<file path="src/rtl/sobel_window.sv">
// Streaming 3x3 Sobel edge detector with a fixed three-stage pipeline (window, gradients, magnitude).
// Define SOBEL_THRESHOLD_EN to binarize the magnitude against the threshold input instead.
module sobel_window #(
    parameter int ROW_SIZE   = 1280,
    parameter int NUM_ROWS   = 960,
    parameter int PIXEL_SIZE = 12
) (
    input  logic                  clk,
    input  logic                  rst_n,
    input  logic                  in_valid,
    input  logic                  sof,
    input  logic [PIXEL_SIZE-1:0] pixel,
    input  logic [PIXEL_SIZE-1:0] row1_pixel,
    input  logic [PIXEL_SIZE-1:0] row2_pixel,
    input  logic [PIXEL_SIZE-1:0] threshold,
    output logic                  out_valid,
    output logic [PIXEL_SIZE-1:0] edge_pixel
);

    localparam int COL_W  = (ROW_SIZE > 1) ? $clog2(ROW_SIZE) : 1;
    localparam int ROW_W  = (NUM_ROWS > 1) ? $clog2(NUM_ROWS) : 1;
    localparam int GRAD_W = PIXEL_SIZE + 3;
    localparam int MAG_W  = PIXEL_SIZE + 4;

    localparam logic [COL_W-1:0]      COL_LAST = COL_W'(ROW_SIZE - 1);
    localparam logic [ROW_W-1:0]      ROW_LAST = ROW_W'(NUM_ROWS - 1);
    localparam logic [PIXEL_SIZE-1:0] PIX_MAX  = {PIXEL_SIZE{1'b1}};
    localparam logic [MAG_W-1:0]      MAG_SAT  = {4'b0000, PIX_MAX};

    // 1-2-1 weighted sum of three unsigned pixels, widened so the difference of two sums cannot overflow.
    function automatic logic signed [GRAD_W-1:0] weigh(
        input logic [PIXEL_SIZE-1:0] a,
        input logic [PIXEL_SIZE-1:0] b,
        input logic [PIXEL_SIZE-1:0] c
    );
        logic signed [GRAD_W-1:0] ea;
        logic signed [GRAD_W-1:0] eb;
        logic signed [GRAD_W-1:0] ec;
        ea = signed'({3'b000, a});
        eb = signed'({3'b000, b});
        ec = signed'({3'b000, c});
        return ea + (eb <<< 1) + ec;
    endfunction

    function automatic logic [MAG_W-1:0] abs_ext(input logic signed [GRAD_W-1:0] g);
        logic signed [MAG_W-1:0] wide;
        wide = MAG_W'(g);
        return wide[MAG_W-1] ? unsigned'(-wide) : unsigned'(wide);
    endfunction

    logic [COL_W-1:0] col_q, col_d, cur_col;
    logic [ROW_W-1:0] row_q, row_d, cur_row;

    // win_q[column][row]: column 0 is the oldest (left), row 0 the oldest (top).
    logic [PIXEL_SIZE-1:0] win_q [3][3];
    logic [PIXEL_SIZE-1:0] win_d [3][3];
    logic                  s1_valid_q, s1_valid_d;
    logic                  s1_border_q, s1_border_d;

    logic signed [GRAD_W-1:0] gx_q, gx_d;
    logic signed [GRAD_W-1:0] gy_q, gy_d;
    logic                     s2_valid_q, s2_valid_d;
    logic                     s2_border_q, s2_border_d;

    logic [MAG_W-1:0]      mag;
    logic [PIXEL_SIZE-1:0] level;
    logic                  out_valid_q, out_valid_d;
    logic [PIXEL_SIZE-1:0] edge_q, edge_d;

    // sof overrides the counters so a frame can restart from any position.
    always_comb begin
        cur_col = col_q;
        cur_row = row_q;
        if (in_valid && sof) begin
            cur_col = '0;
            cur_row = '0;
        end
        col_d = col_q;
        row_d = row_q;
        if (in_valid) begin
            if (cur_col == COL_LAST) begin
                col_d = '0;
                row_d = (cur_row == ROW_LAST) ? '0 : cur_row + ROW_W'(1);
            end else begin
                col_d = cur_col + COL_W'(1);
                row_d = cur_row;
            end
        end
    end

    always_comb begin
        win_d       = win_q;
        s1_valid_d  = in_valid;
        s1_border_d = s1_border_q;
        if (in_valid) begin
            win_d[0]    = win_q[1];
            win_d[1]    = win_q[2];
            win_d[2][0] = row2_pixel;
            win_d[2][1] = row1_pixel;
            win_d[2][2] = pixel;
            s1_border_d = (int'(cur_col) < 2) || (int'(cur_row) < 2);
        end
    end

    always_comb begin
        gx_d        = gx_q;
        gy_d        = gy_q;
        s2_valid_d  = s1_valid_q;
        s2_border_d = s2_border_q;
        if (s1_valid_q) begin
            gx_d = weigh(win_q[2][0], win_q[2][1], win_q[2][2])
                 - weigh(win_q[0][0], win_q[0][1], win_q[0][2]);
            gy_d = weigh(win_q[0][2], win_q[1][2], win_q[2][2])
                 - weigh(win_q[0][0], win_q[1][0], win_q[2][0]);
            s2_border_d = s1_border_q;
        end
    end

`ifndef SOBEL_THRESHOLD_EN
    logic unused_threshold;
    assign unused_threshold = ^threshold;
`endif

    always_comb begin
        mag = abs_ext(gx_q) + abs_ext(gy_q);
`ifdef SOBEL_THRESHOLD_EN
        level = (mag >= {4'b0000, threshold}) ? PIX_MAX : '0;
`else
        level = (mag > MAG_SAT) ? PIX_MAX : mag[PIXEL_SIZE-1:0];
`endif
        out_valid_d = s2_valid_q;
        edge_d      = edge_q;
        if (s2_valid_q) begin
            edge_d = s2_border_q ? '0 : level;
        end
    end

    always_ff @(posedge clk) begin
        if (!rst_n) begin
            col_q       <= '0;
            row_q       <= '0;
            for (int i = 0; i < 3; i++) begin
                for (int j = 0; j < 3; j++) begin
                    win_q[i][j] <= '0;
                end
            end
            s1_valid_q  <= 1'b0;
            s1_border_q <= 1'b0;
            gx_q        <= '0;
            gy_q        <= '0;
            s2_valid_q  <= 1'b0;
            s2_border_q <= 1'b0;
            out_valid_q <= 1'b0;
            edge_q      <= '0;
        end else begin
            col_q       <= col_d;
            row_q       <= row_d;
            win_q       <= win_d;
            s1_valid_q  <= s1_valid_d;
            s1_border_q <= s1_border_d;
            gx_q        <= gx_d;
            gy_q        <= gy_d;
            s2_valid_q  <= s2_valid_d;
            s2_border_q <= s2_border_d;
            out_valid_q <= out_valid_d;
            edge_q      <= edge_d;
        end
    end

    assign out_valid  = out_valid_q;
    assign edge_pixel = edge_q;

endmodule

</file>
<file path="config.mk">
export PLATFORM = sky130hd
export DESIGN_NAME = sobel_window
export DESIGN_NICKNAME = d
export VERILOG_FILES = /design/src/rtl/sobel_window.sv
export SDC_FILE = /design/constraint.sdc
export NUM_CORES = 1
export LEC_CHECK = 0
export BUFFER_PORTS_ARGS = -buffer_cell sky130_fd_sc_hd__buf_2
export CAP_MARGIN = 15
export CORE_MARGIN = 4
export CORE_UTILIZATION = 50
export CTS_BUF_LIST = sky130_fd_sc_hd__clkbuf_8
export DETAILED_ROUTE_END_ITERATION = 8
export PLACE_DENSITY = 0.7
export SYNTH_ARGS = -nofsm -noshare
export SYNTH_HDL_FRONTEND = slang
export SYNTH_SLANG_ARGS = --single-unit
</file>
<file path="constraint.sdc">
create_clock -name clk -period 4.3 [get_ports clk]
set_clock_uncertainty 0.2 [all_clocks]
set_input_delay 0.86 -clock clk [delete_from_list [all_inputs] [get_ports clk]]
set_output_delay 0.86 -clock clk [all_outputs]
set_load 0.02 [all_outputs]
</file>
==> parameters.txt, run 1 <==
Parameter                              Value

Global routing
  Global-route wire length before repair    around 38 mm
  Gr usage total    0.175
  Leftover overflow at the end of global routing    0
  Via count of the first global-routing pass    ~8000
  Maximum number of pins on one net before global-route repair    96
  Antenna violations before repair    0

Synthesis
  Proportion of synthesized chip area in sequential cells    0.299
  Most common library cells after synthesis    176 x dfxtp_1, 147 x nor2b_1, 138 x inv_1
  Number of library cell types mapped by synthesis    71
  Most frequent cell after synthesis    dfxtp_1
  Dominant combinational cell family by area after synthesis    adder cells
  Area share of the largest cell type after synthesis    0.299
  Ranking of synthesized cells by area    dfxtp_1 30%, fa_1 16%, mux2i_1 11%, nor2b_1 7.8%, ha_1 5.4%
  Number of register bits inferred by synthesis    between 150 and 200
  Warning count from the yosys run    0
  Post-synthesis share of cell area spent on xor and xnor gates    0.0386
  Mapped Avg Cell Area    between 9 and 10 um2
  Share of flip-flops with an asynchronous set or reset after synthesis    0
  Post-synthesis cell type with the largest combined area    dfxtp_1
  Basic-gate share of the synthesized area counting and, or, nand and nor cells    0.161
  Mux contribution to synthesized area    0.111
  Cell area after synthesis    between 10000 and 15000 um2
  Post-synthesis instance total    roughly 1200
  Primary flip-flop cell chosen by synthesis mapping    dfxtp_1
  Number of synthesized flops with an enable pin    0
  Syn_nets    roughly 1400
  Synth Area in Compound Gates    0.113
  Adder-cell share of the synthesized area    0.216

Floorplan
  Width of the die    around 160 um
  Core Area    22900 um2
  Die Area    around 26000 um2
  Row count    between 50 and 60
  Die Ht    162 um
  Initial cell density of the core    0.514
  Top-level port count    65

Placement
  Final RePlAce weighted congestion    between 0.8 and 0.9
  Port buffer count    52
  Dpl cells    between 1500 and 2000
  Setup slack at placement    -11.9 ps
  Placed wire-length estimate    around 16 mm

CTS
  Clock insertion delay at the later pin of the skew report    approximately 480 ps
  Clock input transition at the sequential cells of the worst setup and hold paths    100 ps
  Hold bufs inserted after CTS    0
  Clk root buf    clkbuf_8
  TritonCTS clock tree    built
  Clk buf depth    2
  Number of CTS-inserted buffers    17
  Clock Sinks    roughly 180
  H-tree level count    4

Final layout
  Post-layout instance count excluding filler cells    about 1600
  Sequential cell area    roughly 3500 um2
  Count of antenna diodes in the layout    0
  Ratio of cells with drive above 1 in the final layout    0.125
  Core utilization of the finished layout    0.562
  Synthesis-to-layout area growth    9.31%
  Total number of nets in the final design    around 1500
  Filler cells    2029
  Combined area of the multi-input logic cells    around 7600 um2

Timing
  Relative slew margins    0.345
  Number of endpoints failing setup at the final stage    0
  Minimum clock period    4250 ps
  Slew at the pin closest to its max-slew limit    between 900 and 1000 ps
  Pins over their slew limit    0
  RSZ-0062 raised after global routing    yes
  Final cycle utilization of the critical path    0.988
  Final worst-path setup slack    50.2 ps
  Setup TNS    0 ps
  Final hold vios    0
  Max frequency    roughly 240 MHz

Pwr
  PwrDens    430 nW/um2
  Power Total    approximately 0.0055 W
  Cell leakage power    between 5 and 6 nW
  Maximum ir drop on the vdd rail    roughly 0.22 mV

Critical path
  Worst Path Class, Setup    reg2reg
  Worst endpoint required time    4520 ps
  Arrival time of the worst setup path    between 4000 and 5000 ps
  Maximum net fanout on the critical path    3
  Critical Path End Type    flop
  Worst setup SP type    flop

Detailed routing
  Final routed DRC violation total    0
  Routed WL    22.3 mm
  Routed wirelength normalized by instance count    between 10 and 15 um
  Number of vias per cell after detailed routing    ~5.2
  Drt first-iter violations    419
  Detailed-routing iteration count for the pre-antenna-repair pass    5
  Count of nets left with antenna violations after detail routing    0
  Vias after detailed routing    8207

Worst hold path
  Class of the tightest hold or removal check    reg2reg

Flow run
  Total of max-cap violations    0

Status
  Outcome    completed
-- critical path: stages (launching register included) --
cell	delay [ps]
dfxtp_4	370
fa_1	570
inv_2	50
fa_1	550
inv_2	40
fa_1	480
ha_1	290
a21o_1	160
a21o_1	190
a2111oi_4	380
nor2_1	100
o41ai_2	400
mux2_1	360
nand3_1	70
-- layer usage --
metal / vias up / wire [um] / global-route usage
met1: 3948 / 10800 / 0.243
met5: - / 0 / 0
met2: 92 / 10700 / 0.289
li1: 4145 / - / -
met3: 22 / 552 / 0.0299
met4: 0 / 213 / 0.0380
-- worst paths after layout --
path	to	cells past startpoint	startpoint	slack, ps
worst max-delay path	gy_q[12]	13	win_q[74]	50
worst min-delay path	edge_pixel[11]	2	edge_pixel[11]	300
worst max register to register	gy_q[12]	13	win_q[74]	50
worst min register to register	edge_pixel[11]	2	edge_pixel[11]	300
-- registers in the layout (all words and copies together), names as in the netlist --
register     count
col_q           11
edge_pixel      12
gx_q            15
gy_q            15
out_valid        1
out_valid_d      1
row_q           10
s1_border_q      1
s1_valid_q       1
s2_border_q      1
win_q          108
-- what timing repair did --
action                                  4_1_cts  5_1_grt
gates cloned                                  0        1
endpoints found under the setup margin        2       20
setup buffers                                 0        4
resized for setup                             0       28
pin swaps                                     1       11
-- cell usage in the layout (no fill, tap or decap), types with 10 or more instances in the layout --
master	netlist	final
nand2_1	49	49
clkbuf_8	0	18
o21a_1	10	10
nor3_1	12	12
a21oi_2	8	10
fa_1	95	95
nor2b_1	147	147
mux2i_1	126	126
xnor2_1	38	38
nand3_1	18	18
a21oi_1	49	47
dfxtp_1	176	168
nor2_1	33	33
nand2b_1	11	11
buf_2	7	50
o21ai_0	40	39
ha_1	51	50
buf_4	0	23
xor2_1	14	14
inv_1	138	134
-- stage by stage --
step                area [um2]  hold WS (ps)
floorplan                11800           265
global placement         12400           274
detailed placement       12400           275
CTS                      12800           296
global route             12900           326
finish                   12900           295
-- cells by family after synthesis --
group / Yosys count
and+or+nand+nor: 329
AOI/OAI and AO/OA: 193
buffers and inverters: 187
DFF: 176
adders and majority gates: 146
muxes: 130
xor gates and xnor gates: 52
-- report_power, final --
| part | switching (W) | internal, W |
|---|---|---|
| sequential | 0.000153 | 0.00176 |
| combinational | 0.00136 | 0.00112 |
| clock | 0.000707 | 0.000448 |
| total | 0.00222 | 0.00333 |
-- final cells by class --
cell class | instances | area share
Clock buffer | 18 | 0.0192
Clock inverter | 14 | 0.0108
Inverter | 140 | 0.0408
Multi-Input combinational cell | 850 | 0.589
Sequential cell | 176 | 0.275
Tap cell | 313 | 0.0304
Timing Repair Buffer | 76 | 0.0352
Power figures use the tool's default switching activity.
==> run 2, diff against run 1 <==
- ABC_AREA: not set -> 1
==> parameters.txt, run 2 <==
Parameter                              Value

Status
  Outcome    completed (unchanged)

Synthesis
  Syn_nets    1682 (was 1411)
  Number of register bits inferred by synthesis    176 (unchanged)
  Post-synthesis cell type with the largest combined area    dfxtp_1 (unchanged)
  Number of synthesized flops with an enable pin    0 (unchanged)
  Primary flip-flop cell chosen by synthesis mapping    dfxtp_1 (unchanged)
  Most frequent cell after synthesis    inv_1 (was dfxtp_1)
  Warning count from the yosys run    0 (unchanged)
  Most common library cells after synthesis    235 x inv_1, 212 x nand2_1, 176 x dfxtp_1 (was 176 x dfxtp_1, 147 x nor2b_1, 138 x inv_1)
  Number of library cell types mapped by synthesis    45 (was 71)
  Mapped Avg Cell Area    7.70 um2 (was 9.71 um2)
  Share of flip-flops with an asynchronous set or reset after synthesis    0 (unchanged)
  Proportion of synthesized chip area in sequential cells    0.309 (was 0.299)
  Area share of the largest cell type after synthesis    0.309 (was 0.299)
  Ranking of synthesized cells by area    dfxtp_1 31%, fa_1 17%, inv_1 7.7%, nand2_1 7.0%, a21oi_1 6.6% (was dfxtp_1 30%, fa_1 16%, mux2i_1 11%, nor2b_1 7.8%, ha_1 5.4%)
  Cell area after synthesis    11400 um2 (was 11800 um2)
  Post-synthesis instance total    1484 (was 1213)

Global routing
  Antenna violations before repair    0 (unchanged)
  Global-route wire length before repair    40.6 mm (was 38.4 mm)
  Via count of the first global-routing pass    8712 (was 8036)
  Gr usage total    0.187 (was 0.175)
  Maximum number of pins on one net before global-route repair    86 (was 96)
  Leftover overflow at the end of global routing    0 (unchanged)

Critical path
  Worst Path Class, Setup    reg2reg (unchanged)
  Worst endpoint required time    4450 ps (was 4520 ps)
  Maximum net fanout on the critical path    3 (unchanged)
  Worst setup SP type    flop (unchanged)
  Critical Path End Type    flop (unchanged)
  Arrival time of the worst setup path    4270 ps (was 4470 ps)

Timing
  Number of endpoints failing setup at the final stage    0 (unchanged)
  Final hold vios    0 (unchanged)
  Relative slew margins    0.404 (was 0.345)
  Slew at the pin closest to its max-slew limit    894 ps (was 983 ps)
  Minimum clock period    4130 ps (was 4250 ps)
  Pins over their slew limit    0 (unchanged)
  Final cycle utilization of the critical path    0.960 (was 0.988)
  Max frequency    242 MHz (was 235 MHz)

Final layout
  Synthesis-to-layout area growth    7.86% (was 9.31%)
  Commonest cells after routing, fill and taps aside    234 x inv_1, 212 x nand2_1, 176 x dfxtp_1 (was 168 x dfxtp_1, 147 x nor2b_1, 134 x inv_1)
  Most common library cell in the layout ignoring fill and taps    inv_1 (was dfxtp_1)
  Count of antenna diodes in the layout    0 (unchanged)
  Filler cells    2173 (was 2029)
  Ratio of cells with drive above 1 in the final layout    0.0843 (was 0.125)
  Biggest registers after layout    win_q: 108 flops, gx_q: 15 flops, gy_q: 15 flops (unchanged)
  Total number of nets in the final design    1704 (was 1459)
  Register with the most flip-flops    win_q (unchanged)
  Max reg flops    108 (unchanged)
  Design Area, Final    12300 um2 (was 12900 um2)

Floorplan
  Die Ht    159 um (was 162 um)
  Width of the die    159 um (was 162 um)
  Initial cell density of the core    0.506 (was 0.514)
  Core Area    22600 um2 (was 22900 um2)
  Row count    55 (unchanged)
  Top-level port count    65 (unchanged)
  Die Area    25300 um2 (was 26100 um2)

Pwr
  Power Internal    0.00356 W (was 0.00333 W)
  Portion of total power attributed to the clock network    0.191 (was 0.208)
  Maximum ir drop on the vdd rail    0.303 mV (was 0.223 mV)
  Psw    0.00277 W (was 0.00222 W)
  Part of the power in combinational logic    0.511 (was 0.446)
  Sequential cell fraction of total power    0.298 (was 0.345)
  PwrDens    514 nW/um2 (was 430 nW/um2)
  Switching power share of the total    0.437 (was 0.400)
  Power Total    0.00633 W (was 0.00554 W)
  Cell leakage power    5.68 nW (was 5.40 nW)

CTS
  Number of CTS-inserted buffers    17 (unchanged)
  Clock Sinks    176 (unchanged)
  TritonCTS clock tree    built (unchanged)
  Hold bufs inserted after CTS    0 (unchanged)
  Clock input transition at the sequential cells of the worst setup and hold paths    110 ps (was 100 ps)
  Clk buf depth    2 (unchanged)
  Clk root buf    clkbuf_8 (unchanged)
  H-tree level count    4 (unchanged)
  Clock insertion delay at the later pin of the skew report    450 ps (was 480 ps)

Detailed routing
  Number of vias per cell after detailed routing    5.02 (was 5.17)
  Count of nets left with antenna violations after detail routing    0 (unchanged)
  Routed WL    23.4 mm (was 22.3 mm)
  Vias after detailed routing    9051 (was 8207)
  Detailed-routing iteration count for the pre-antenna-repair pass    5 (unchanged)
  Routed wirelength normalized by instance count    12.9 um (was 14.1 um)
  Final routed DRC violation total    0 (unchanged)
  Drt first-iter violations    524 (was 419)

Placement
  Final RePlAce weighted congestion    0.885 (was 0.826)
  Placed Instance Area    11900 um2 (was 12400 um2)
  Placed wire-length estimate    17.2 mm (was 16.5 mm)
  Port buffer count    52 (unchanged)

Worst hold path
  Class of the tightest hold or removal check    reg2reg (unchanged)

Flow run
  Total of max-cap violations    0 (unchanged)
## run 2: cell types whose count changed in the layout (fill, tap and decap cells not counted), sizes merged, moves of 103 or more
cell   change
nand2    +166
inv      +104
nor2b    -147
nor2     +139
mux2i    -126
o21ai    +103
## run 2: final timing paths
kind	startpoint	to	slack, ps	cells after the start
setup / recovery	win_q[26]	gy_q[11]	170	17
hold / removal	out_valid_d	out_valid	230	2
setup reg to reg	win_q[26]	gy_q[11]	170	17
hold reg to reg	out_valid_d	out_valid	230	2
## run 2: area by class of cell
class	instances	area, um2	area share
clock buffer	17	234	0.0190
multi-input combinational	1001	6720	0.545
sequential	176	3520	0.286
inverter	247	932	0.0757
timing repair buffer	63	360	0.0293
clock inverter	15	193	0.0156
tap	285	357	0.0289
## run 2: cell families after synthesis
| kind of cell | count (synthesis) | share of synthesized area |
|---|---|---|
| xor gates and xnor gates | 53 | 0.0406 |
| and+or+nand+nor | 485 | 0.181 |
| DFF | 176 | 0.309 |
| adders and majority gates | 146 | 0.222 |
| buffers and inverters | 307 | 0.104 |
| AOI/OAI and AO/OA | 317 | 0.143 |
## run 2: per-layer routing
layer  routed length (um)  vias up  GRT usage
li1                     -     4737          -
met1                11800     4163      0.265
met4                  123        0     0.0320
met5                    0        -          0
met2                10600      144      0.310
met3                  783        7     0.0298
## run 2: through the flow
stage | setup WS [ps] | std cells | utilization | hold slack [ps] | TNS (ps)
4_1_cts | 68.5 | 1803 | 0.545 | 240 | 0
6_report | 173 | 1804 | 0.546 | 235 | 0
3_5_place_dp | 106 | 1771 | 0.526 | 224 | 0
2_1_floorplan | 475 | 1484 | - | 207 | 0
5_1_grt | -66.6 | 1804 | 0.546 | 270 | -66.6
3_3_place_gp | 172 | 1771 | 0.526 | 218 | 0
## run 2: power by group through the flow
stage | logic [W] | registers (W) | clock network (W)
3_5_place_dp | 0.00317 | 0.00192 | 0
2_1_floorplan | 0.00253 | 0.00191 | 0
6_report | 0.00323 | 0.00189 | 0.00121
3_3_place_gp | 0.00313 | 0.00192 | 0
5_1_grt | 0.00376 | 0.00191 | 0.00131
4_1_cts | 0.00320 | 0.00188 | 0.00124
## run 2: timing repair
item | CTS | global route
setup endpoints to repair | 0 | 6
buffers inserted | 0 | 1
resized for setup | 0 | 5
hold endpoints to repair | 0 | 0
## run 2: critical path, stage by stage, from the launching register on
cell,delay (ps)
dfxtp_1,360
inv_1,100
fa_1,540
inv_1,60
fa_1,520
inv_1,50
fa_1,560
inv_1,70
fa_1,450
nand3b_1,170
nand2_1,120
a21boi_1,120
o21ai_2,210
nand3_1,130
nand3_1,120
nand3_1,90
nand2_1,100
inv_1,40
